--- src/rtl/box_seq_pkg.sv ---
// Shared types and constants for the bouncing-box draw sequencer.
package box_seq_pkg;

    typedef enum logic [2:0] {
        S_IDLE,
        S_INIT_DRAW,
        S_WAIT,
        S_ERASE,
        S_MOVE,
        S_DRAW
    } state_t;

    localparam int SCREEN_W_DEF = 160;
    localparam int SCREEN_H_DEF = 120;
    localparam int POS_Y_RST    = 60;

    localparam logic [2:0] COLOUR_BLACK = 3'b000;

endpackage

--- src/rtl/frame_tick_gen.sv ---
// Frame tick divider and frame counter; step pulses once every MOVE_FRAMES frames.
module frame_tick_gen #(
    parameter int FRAME_DIV   = 833333,
    parameter int MOVE_FRAMES = 15
) (
    input  logic clk,
    input  logic resetn,
    output logic step
);

    localparam int CW = (FRAME_DIV > 1) ? $clog2(FRAME_DIV) : 1;
    localparam int FW = (MOVE_FRAMES > 1) ? $clog2(MOVE_FRAMES) : 1;

    logic [CW-1:0] cyc_q, cyc_d;
    logic [FW-1:0] frm_q, frm_d;
    logic          frame_tick;

    always_comb begin
        frame_tick = (cyc_q == CW'(FRAME_DIV - 1));
        cyc_d      = frame_tick ? '0 : cyc_q + 1'b1;
        frm_d      = frm_q;
        step       = 1'b0;
        if (frame_tick) begin
            if (frm_q == FW'(MOVE_FRAMES - 1)) begin
                frm_d = '0;
                step  = 1'b1;
            end else begin
                frm_d = frm_q + 1'b1;
            end
        end
    end

    always_ff @(posedge clk or negedge resetn) begin
        if (!resetn) begin
            cyc_q <= '0;
            frm_q <= '0;
        end else begin
            cyc_q <= cyc_d;
            frm_q <= frm_d;
        end
    end

endmodule

--- src/rtl/box_draw_sequencer.sv ---
// Bouncing-box animator driving a VGA pixel-write port.
// Define BOX_SEQ_ERASE_EN to erase the old box before each move; otherwise the box leaves a trail.
module box_draw_sequencer
    import box_seq_pkg::*;
#(
    parameter int FRAME_DIV   = 833333,
    parameter int MOVE_FRAMES = 15,
    parameter int BOX_SIZE    = 4,
    parameter int SCREEN_W    = SCREEN_W_DEF,
    parameter int SCREEN_H    = SCREEN_H_DEF
) (
    input  logic       clk,
    input  logic       resetn,
    input  logic       go,
    input  logic [2:0] colour_in,
    output logic [7:0] x_out,
    output logic [6:0] y_out,
    output logic [2:0] colour_out,
    output logic       plot,
    output logic       busy
);

    localparam int MAX_X = SCREEN_W - BOX_SIZE;
    localparam int MAX_Y = SCREEN_H - BOX_SIZE;
    localparam int BW    = (BOX_SIZE > 1) ? $clog2(BOX_SIZE) : 1;

    // Returns {new_dir, new_pos}; a wall hit reverses and steps away in the same move.
    function automatic logic [8:0] axis_step(input logic [7:0] pos, input logic dir,
                                             input logic [7:0] max);
        if (dir && pos >= max)
            return {1'b0, max - 8'd1};
        else if (!dir && pos == 8'd0)
            return {1'b1, 8'd1};
        else if (dir)
            return {1'b1, pos + 8'd1};
        else
            return {1'b0, pos - 8'd1};
    endfunction

    state_t          state_q, state_d;
    logic [7:0]      pos_x_q, pos_x_d;
    logic [7:0]      pos_y_q, pos_y_d;
    logic            x_dir_q, x_dir_d;
    logic            y_dir_q, y_dir_d;
    logic [2:0]      colour_q, colour_d;
    logic [BW-1:0]   col_q, col_d;
    logic [BW-1:0]   row_q, row_d;
    logic            pending_q, pending_d;
    logic [7:0]      x_out_q, x_out_d;
    logic [6:0]      y_out_q, y_out_d;
    logic [2:0]      colour_out_q, colour_out_d;
    logic            plot_q, plot_d;
    logic            busy_q, busy_d;
    logic            step;
    logic            last_col, last_px;

    frame_tick_gen #(
        .FRAME_DIV   (FRAME_DIV),
        .MOVE_FRAMES (MOVE_FRAMES)
    ) u_tick (
        .clk    (clk),
        .resetn (resetn),
        .step   (step)
    );

    always_comb begin
        last_col     = (col_q == BW'(BOX_SIZE - 1));
        last_px      = last_col && (row_q == BW'(BOX_SIZE - 1));
        state_d      = state_q;
        pos_x_d      = pos_x_q;
        pos_y_d      = pos_y_q;
        x_dir_d      = x_dir_q;
        y_dir_d      = y_dir_q;
        colour_d     = colour_q;
        col_d        = col_q;
        row_d        = row_q;
        pending_d    = pending_q;
        x_out_d      = x_out_q;
        y_out_d      = y_out_q;
        colour_out_d = colour_out_q;

        // One-deep event memory while the sequence is busy; extra events are lost.
        if (step && state_q != S_WAIT)
            pending_d = 1'b1;

        case (state_q)
            S_IDLE: begin
                if (go) begin
                    state_d  = S_INIT_DRAW;
                    colour_d = colour_in;
                    col_d    = '0;
                    row_d    = '0;
                end
            end
            S_INIT_DRAW, S_DRAW: begin
                col_d = last_col ? '0 : col_q + 1'b1;
                row_d = last_col ? row_q + 1'b1 : row_q;
                if (last_px)
                    state_d = S_WAIT;
            end
            S_WAIT: begin
                pending_d = 1'b0;
                if (!go) begin
                    state_d = S_IDLE;
                end else if (step || pending_q) begin
`ifdef BOX_SEQ_ERASE_EN
                    state_d = S_ERASE;
                    col_d   = '0;
                    row_d   = '0;
`else
                    state_d = S_MOVE;
`endif
                end
            end
`ifdef BOX_SEQ_ERASE_EN
            S_ERASE: begin
                col_d = last_col ? '0 : col_q + 1'b1;
                row_d = last_col ? row_q + 1'b1 : row_q;
                if (last_px)
                    state_d = S_MOVE;
            end
`endif
            S_MOVE: begin
                {x_dir_d, pos_x_d} = axis_step(pos_x_q, x_dir_q, 8'(MAX_X));
                {y_dir_d, pos_y_d} = axis_step(pos_y_q, y_dir_q, 8'(MAX_Y));
                colour_d = colour_in;
                col_d    = '0;
                row_d    = '0;
                state_d  = S_DRAW;
            end
            default: state_d = S_IDLE;
        endcase

        // Outputs are registered from the next state so plot aligns with the phase.
        plot_d = (state_d inside {S_INIT_DRAW, S_ERASE, S_DRAW});
        busy_d = !(state_d inside {S_IDLE, S_WAIT});
        if (plot_d) begin
            x_out_d      = pos_x_d + 8'(col_d);
            y_out_d      = 7'(pos_y_d + 8'(row_d));
            colour_out_d = colour_d;
`ifdef BOX_SEQ_ERASE_EN
            if (state_d == S_ERASE)
                colour_out_d = COLOUR_BLACK;
`endif
        end
    end

    always_ff @(posedge clk or negedge resetn) begin
        if (!resetn) begin
            state_q      <= S_IDLE;
            pos_x_q      <= '0;
            pos_y_q      <= 8'(POS_Y_RST);
            x_dir_q      <= 1'b1;
            y_dir_q      <= 1'b1;
            colour_q     <= '0;
            col_q        <= '0;
            row_q        <= '0;
            pending_q    <= 1'b0;
            x_out_q      <= '0;
            y_out_q      <= '0;
            colour_out_q <= '0;
            plot_q       <= 1'b0;
            busy_q       <= 1'b0;
        end else begin
            state_q      <= state_d;
            pos_x_q      <= pos_x_d;
            pos_y_q      <= pos_y_d;
            x_dir_q      <= x_dir_d;
            y_dir_q      <= y_dir_d;
            colour_q     <= colour_d;
            col_q        <= col_d;
            row_q        <= row_d;
            pending_q    <= pending_d;
            x_out_q      <= x_out_d;
            y_out_q      <= y_out_d;
            colour_out_q <= colour_out_d;
            plot_q       <= plot_d;
            busy_q       <= busy_d;
        end
    end

    assign x_out      = x_out_q;
    assign y_out      = y_out_q;
    assign colour_out = colour_out_q;
    assign plot       = plot_q;
    assign busy       = busy_q;

endmodule

--- config.mk ---
export PLATFORM = sky130hd
export DESIGN_NAME = box_draw_sequencer
export DESIGN_NICKNAME = d
export VERILOG_FILES = /design/src/rtl/box_seq_pkg.sv /design/src/rtl/frame_tick_gen.sv /design/src/rtl/box_draw_sequencer.sv
export SDC_FILE = /design/constraint.sdc
export NUM_CORES = 1
export LEC_CHECK = 0
export BUFFER_PORTS_ARGS = -buffer_cell sky130_fd_sc_hd__buf_2
export CAP_MARGIN = 20
export CORE_MARGIN = 2
export CORE_UTILIZATION = 35
export DETAILED_ROUTE_END_ITERATION = 16
export SETUP_SLACK_MARGIN = 0.5
export SYNTH_ARGS = -nofsm -noshare
export SYNTH_HDL_FRONTEND = slang
export SYNTH_HIERARCHICAL = 1
export SYNTH_SLANG_ARGS = --single-unit
--- constraint.sdc ---
create_clock -name clk -period 7.3 [get_ports clk]
set_input_delay 0.365 -clock clk [delete_from_list [all_inputs] [get_ports clk]]
set_output_delay 0.365 -clock clk [all_outputs]
set_load 0.02 [all_outputs]
Word level (Yosys, flattened, before mapping)

Cells that the tools add are included.

Bits in registers: 73
Input port bits: 6
Output and inout port bits: 20
Word-level logic and storage cells: 86

Add/subtract/negate cells: 10
Order comparisons: 2
Eq/ne operators: 13
Multiplexer cells: 27
Reductions and logical operators: 18

Operators by type and width:

| kind                    | number |
|---|---|
| $mux W9                 | 6 |
| $add A20 B1 Y20 const B | 1 |
| $eq A20 B20 Y1 const B  | 1 |
| $mux W20                | 1 |
| $add A8 B1 Y8 const B   | 2 |
| $logic_not A8 Y1        | 2 |
| $mux W8                 | 2 |
| $sub A8 B1 Y8 const B   | 2 |
| $mux W3                 | 5 |
| $pmux W2 S3             | 2 |
| $pmux W3 S4             | 1 |
| $eq A3 B2 Y1 const B    | 3 |
| $eq A3 B3 Y1 const B    | 3 |
| $add A8 B2 Y8           | 1 |
| $ge A8 B7 Y1 const B    | 1 |
| $ge A8 B8 Y1 const B    | 1 |
| $mux W2                 | 4 |
| $add A7 B2 Y7           | 1 |
| $eq A3 B1 Y1 const B    | 2 |
| $logic_and A1 B1 Y1     | 6 |
| $logic_not A3 Y1        | 2 |
| $pmux W3 S2             | 1 |
| $add A2 B1 Y2 const B   | 2 |
| $add A4 B1 Y4 const B   | 1 |
| other kinds (10)        | 17 |

Logic depth before layout (Yosys ltp)

Depth in word-level cells: 10
Depth in mapped cells: 12
Depth with buffers taken out: 11

Hierarchy

Netlist, hierarchy kept.

Modules (own cells, without submodules):

| module             | instances | cells each | area each (um2) | sequential area each (um2) |
|---|---|---|---|---|
| box_draw_sequencer | 1         | 303        | 2,979.1         | 1,233.7 |
| frame_tick_gen     | 1         | 122        | 1,231.2         | 600.6 |

Least setup slack after synthesis

OpenSTA, ideal clock, no wires.

Kind: flip-flop to flip-flop
Start point: reg x_dir_q
End point: reg x_out_q[7], in the netlist x_out[7]
Setup time: 0.127 ns
Arrival time: 2.642 ns
Required time: 7.173 ns
Slack: 4.531 ns
Cell stages (with the launch flop): 11
Buffers on the path: 1
Period minus slack after synthesis: 2.769 ns
Cells stage by stage: dfstp_2 > clkbuf_1 > inv_2 > ha_1 > a211o_1 > and2_1 > o31ai_1 > a32oi_2 > nor4_4 > a2111o_1 > nand3_1

Word-level cells in the longest chain between the ends: 6
Elaborated cells on any way between the ends: 8
Classes of those cells: 1 x add/sub; 4 x mux; 3 x reduce/logical

Ends and longest elaborated chain:

| element                | line                      | source |
|---|---|---|
| start, declared        | box_draw_sequencer.sv:43  | `logic x_dir_q, x_dir_d;` |
| start signal, assigned | box_draw_sequencer.sv:168 | `x_dir_q <= x_dir_d;` |
| $logic_not A1 Y1       | box_draw_sequencer.sv:32  | `else if (!dir && pos == 8'd0)` |
| $logic_and A1 B1 Y1    | box_draw_sequencer.sv:32  |  |
| $mux W9                | box_draw_sequencer.sv:32  |  |
| $mux W9 *              | box_draw_sequencer.sv:30  | `if (dir && pos >= max)` |
| $mux W8 *              | box_draw_sequencer.sv:86  | `case (state_q)` |
| $add A8 B2 Y8 *        | box_draw_sequencer.sv:138 | `x_out_d = pos_x_d + 8'(col_d);` |
| end signal, assigned   | box_draw_sequencer.sv:174 | `x_out_q <= x_out_d;` |
| end, declared          | box_draw_sequencer.sv:49  | `logic [7:0] x_out_q, x_out_d;` |

Mark *: on every way between the ends. The rest lies on a longest branch, timed or not.
A chain may end at the register's enable or synchronous reset.

Worst setup path in the final report

Start point: reg state_q[1]
End point: reg x_out_q[7], in the netlist x_out[7]

Elaborated cells on any way between the ends: 18
Classes of those cells: 1 x add/sub; 7 x eq/ne; 7 x mux; 3 x reduce/logical

RTL lines:

| element                | line                      | source |
|---|---|---|
| start, declared        | box_draw_sequencer.sv:40  | `state_t state_q, state_d;` |
| start signal, assigned | box_draw_sequencer.sv:165 | `state_q <= state_d;` |
| $eq A3 B3 Y1           | box_draw_sequencer.sv:86  |  |
| $mux W8                | box_draw_sequencer.sv:86  |  |
| via pos_x_d[0]         | box_draw_sequencer.sv:41  | `logic [7:0] pos_x_q, pos_x_d;` |
| $add A8 B2 Y8          | box_draw_sequencer.sv:138 |  |

The timed path passes the listed nets, and every way through them passes these cells.

==> metrics.txt <==
critical path endpoint category=flip-flop; CP Class=reg -> reg; Peak supply drop=0.119 mV; Pleak=2.12 nW; DRC viols=0; Worst setup endpoint=x_out[7]$_DFFE_PN0P_; first-pass GRT wire length=15300 µm; post-synth cell types=73; row cnt=40; ant diodes=0; Post-synth top flop=dfrtp_1; Reg2Reg Depth=9; GRT Total Usage=14.7%; area of the mapped netlist=4210 µm²; antenna violations before repair=0; CP arrival=3.34 ns; port bufs=25; Critical Path Stages=9; total power=0.00122 W; DR pass1 iterations=6; die span in y=114 µm; io pins=26; Combinational Power Share=25.6%; setup bufs post-CTS=0; core footprint=11900 µm²; CP bufs+invs=0; Sink Count=73; Critical Path Max Stage Delay=0.69 ns; vias=3200; Final Util=40.0%; count leader, synth=dfrtp_1; Synth Warn #=6; Final GP Congestion=0.909; switching part of the total power=34.1%; Avg WL per Cell=14.4 µm; Max transition margin=39.8%; critical path peak fanout=18; Synth area leaders=dfrtp_1 (40%), ha_1 (5.9%), xnor2_1 (4.8%), nor2_1 (4.4%), dfstp_2 (3.7%); layout cell share with drive strength beyond 1=16.7%; EDFF count, synth=0; worst skew pair latency=0.33 ns; Worst-Margin Slew=0.903 ns; clock buffer count from CTS=9; Post-Syn Area per Cell=9.91 µm²; Clock Tree Root=clkbuf_16; drt total wl=8690 µm; MaxCap Viol Count=0; Die Wd=114 µm; largest net degree at the start of global routing=74; crit path launch=state_q[1]$_DFF_PN0_; Routed Antenna Nets=0; die footprint=12900 µm²; initial drt markers=189; setup TNS=0 ns; Max Freq=0.325 GHz; CTS Hold Bufs=0; Yosys reg bits=73; Setup Skew=0.00722 ns; Final Max Slew Viols=0; clk buf depth=2; FF-to-FF setup slack=4.23 ns; Tcrit/Tclk final=42.1%; Layout area overhead=12.7%; total gr overflow=0; Final Critical Period=3.07 ns; CTS tree=yes; Slowest cell on crit path=or3b_1; Worst Setup Start Kind=flip-flop; clock group share of total power=32.7%; Final setup violation count=0; sequential cell fraction of total power=41.6%; worst r2r dst=x_out[7]$_DFFE_PN0P_; sw power=0.000416 W; vias in the first global route=3151; via/cell ratio=5.31; status=finished clean; final hold viol count=0; Hold Path Class=in -> async; syn_nets=455; Initial Util=35.5%; worst-path cell chain=or3b_1, a31oi_1, and2_1, o21ai_0, ha_1, a21oi_1, nor4_4, a2111o_1, nand3_1; RSZ-0062 raised after global routing=false; Reg clk slew, reported paths=0.06 ns; DP HPWL=6390 µm; Hold Slack=0.176 ns; Gates resized, CTS repair=0; Cells after Synth=425; pwr/cell area=257 nW/µm²; Yosys top cell area share=39.8%; H-tree levels=3; Seq/Total Area, Yosys=43.6%; async set or reset register ratio after synthesis=100%; Pint=0.000805 W; Worst R2R Start=state_q[1]$_DFF_PN0_; nets@finish=481; Synth top cells by count=dfrtp_1 (67), nor2_1 (49), nand2_1 (39); CP Data Required Time=7.56 ns; family with the most delay on the worst path=compound AO/OA/AOI/OAI gates; area leader, netlist=dfrtp_1
==> cell families after synthesis <==
logic type,Yosys count,share of synthesized area (%)
mux,7,1.81
fa+ha+maj,24,7.85
flops,73,43.6
xor+xnor,27,5.62
buf+inv,32,3.24
compound gates,99,17.7
simple gates,163,20.2
==> metrics by stage <==
| stage | setup slack [ns] | cells | cell area [µm²] |
|---|---|---|---|
| final | 4.23 | 603 | 4740 |
| after global routing | 3.92 | 603 | 4740 |
| after CTS | 4.24 | 603 | 4740 |
| after detailed placement | 4.25 | 587 | 4470 |
| after global placement | 4.35 | 587 | 4470 |
| after floorplan | 4.53 | 425 | 4210 |
==> worst reg2reg max path, cell delays in order (launching register included) <==
cell,delay (ns)
dfrtp_1,0.46
or3b_1,0.69
a31oi_1,0.35
and2_1,0.22
o21ai_0,0.14
ha_1,0.24
a21oi_1,0.31
nor4_4,0.10
a2111o_1,0.42
nand3_1,0.07
==> power by group through the flow <==
stage / registers, W / clock network [W] / logic [W]
final: 0.000508 / 0.000399 / 0.000313
after global routing: 0.000518 / 0.000430 / 0.000354
after CTS: 0.000509 / 0.000410 / 0.000320
after detailed placement: 0.000516 / 0 / 0.000320
after global placement: 0.000513 / 0 / 0.000315
after floorplan: 0.000566 / 0 / 0.000158
==> worst min-delay path by stage <==
stage                          from                    endpoint  slack, ns  cells past startpoint
4_1_cts                      resetn  u_tick/cyc_q[17]$_DFF_PN0_       0.21                      1
3_5_place_dp   y_out[0]$_DFFE_PN0P_        y_out[0]$_DFFE_PN0P_       0.45                      2
6_report                     resetn  u_tick/cyc_q[17]$_DFF_PN0_       0.18                      1
3_3_place_gp   y_out[0]$_DFFE_PN0P_        y_out[0]$_DFFE_PN0P_       0.45                      2
5_1_grt                      resetn  u_tick/cyc_q[18]$_DFF_PN0_       0.24                      1
2_1_floorplan                resetn              busy$_DFF_PN0_       0.07                      0
==> per-layer routing <==
| metal | wire length [µm] | global-route usage [%] | vias to the layer above |
|---|---|---|---|
| li1 | - | - | 1591 |
| met1 | 4180 | 19.5 | 1556 |
| met2 | 4080 | 23.4 | 37 |
| met3 | 195 | 2.66 | 16 |
| met4 | 240 | 7.32 | 0 |
| met5 | 0 | 0 | - |
==> flip-flops by register name, summed over array words and instances (netlist names) <==
| name | cells |
|---|---|
| colour_out | 3 |
| u_tick/frm_q | 4 |
| pending_q | 1 |
| x_out | 8 |
| pos_y_q | 8 |
| y_out | 7 |
| x_dir_q | 1 |
| busy | 1 |
| row_q | 2 |
| y_dir_q | 1 |
| pos_x_q | 8 |
| state_q | 3 |
| plot | 1 |
| col_q | 2 |
| colour_q | 3 |
| u_tick/cyc_q | 20 |
==> cells in the final DEF (no fill, tap or decap), types with 6 or more instances in the layout <==
cell       count
nor4_1         6
o21ai_0       19
inv_1         18
buf_2         24
dfrtp_1       67
nand3_1       11
o21a_1         9
dfstp_2        6
ha_1          20
a21oi_1       20
clkbuf_16      9
nand2_1       39
nor2_1        49
nor3_1        13
xnor2_1       23
==> area by class of cell <==
class | count | area (µm²)
fillers | 1137 | 7120
multi-input cells | 320 | 2240
flip-flops and latches | 73 | 1830
clock buffers | 9 | 225
well taps | 147 | 184
repair buffers | 26 | 135
inverters | 21 | 78.8
clock inverters | 7 | 46.3
Power figures use the tool's default switching activity.
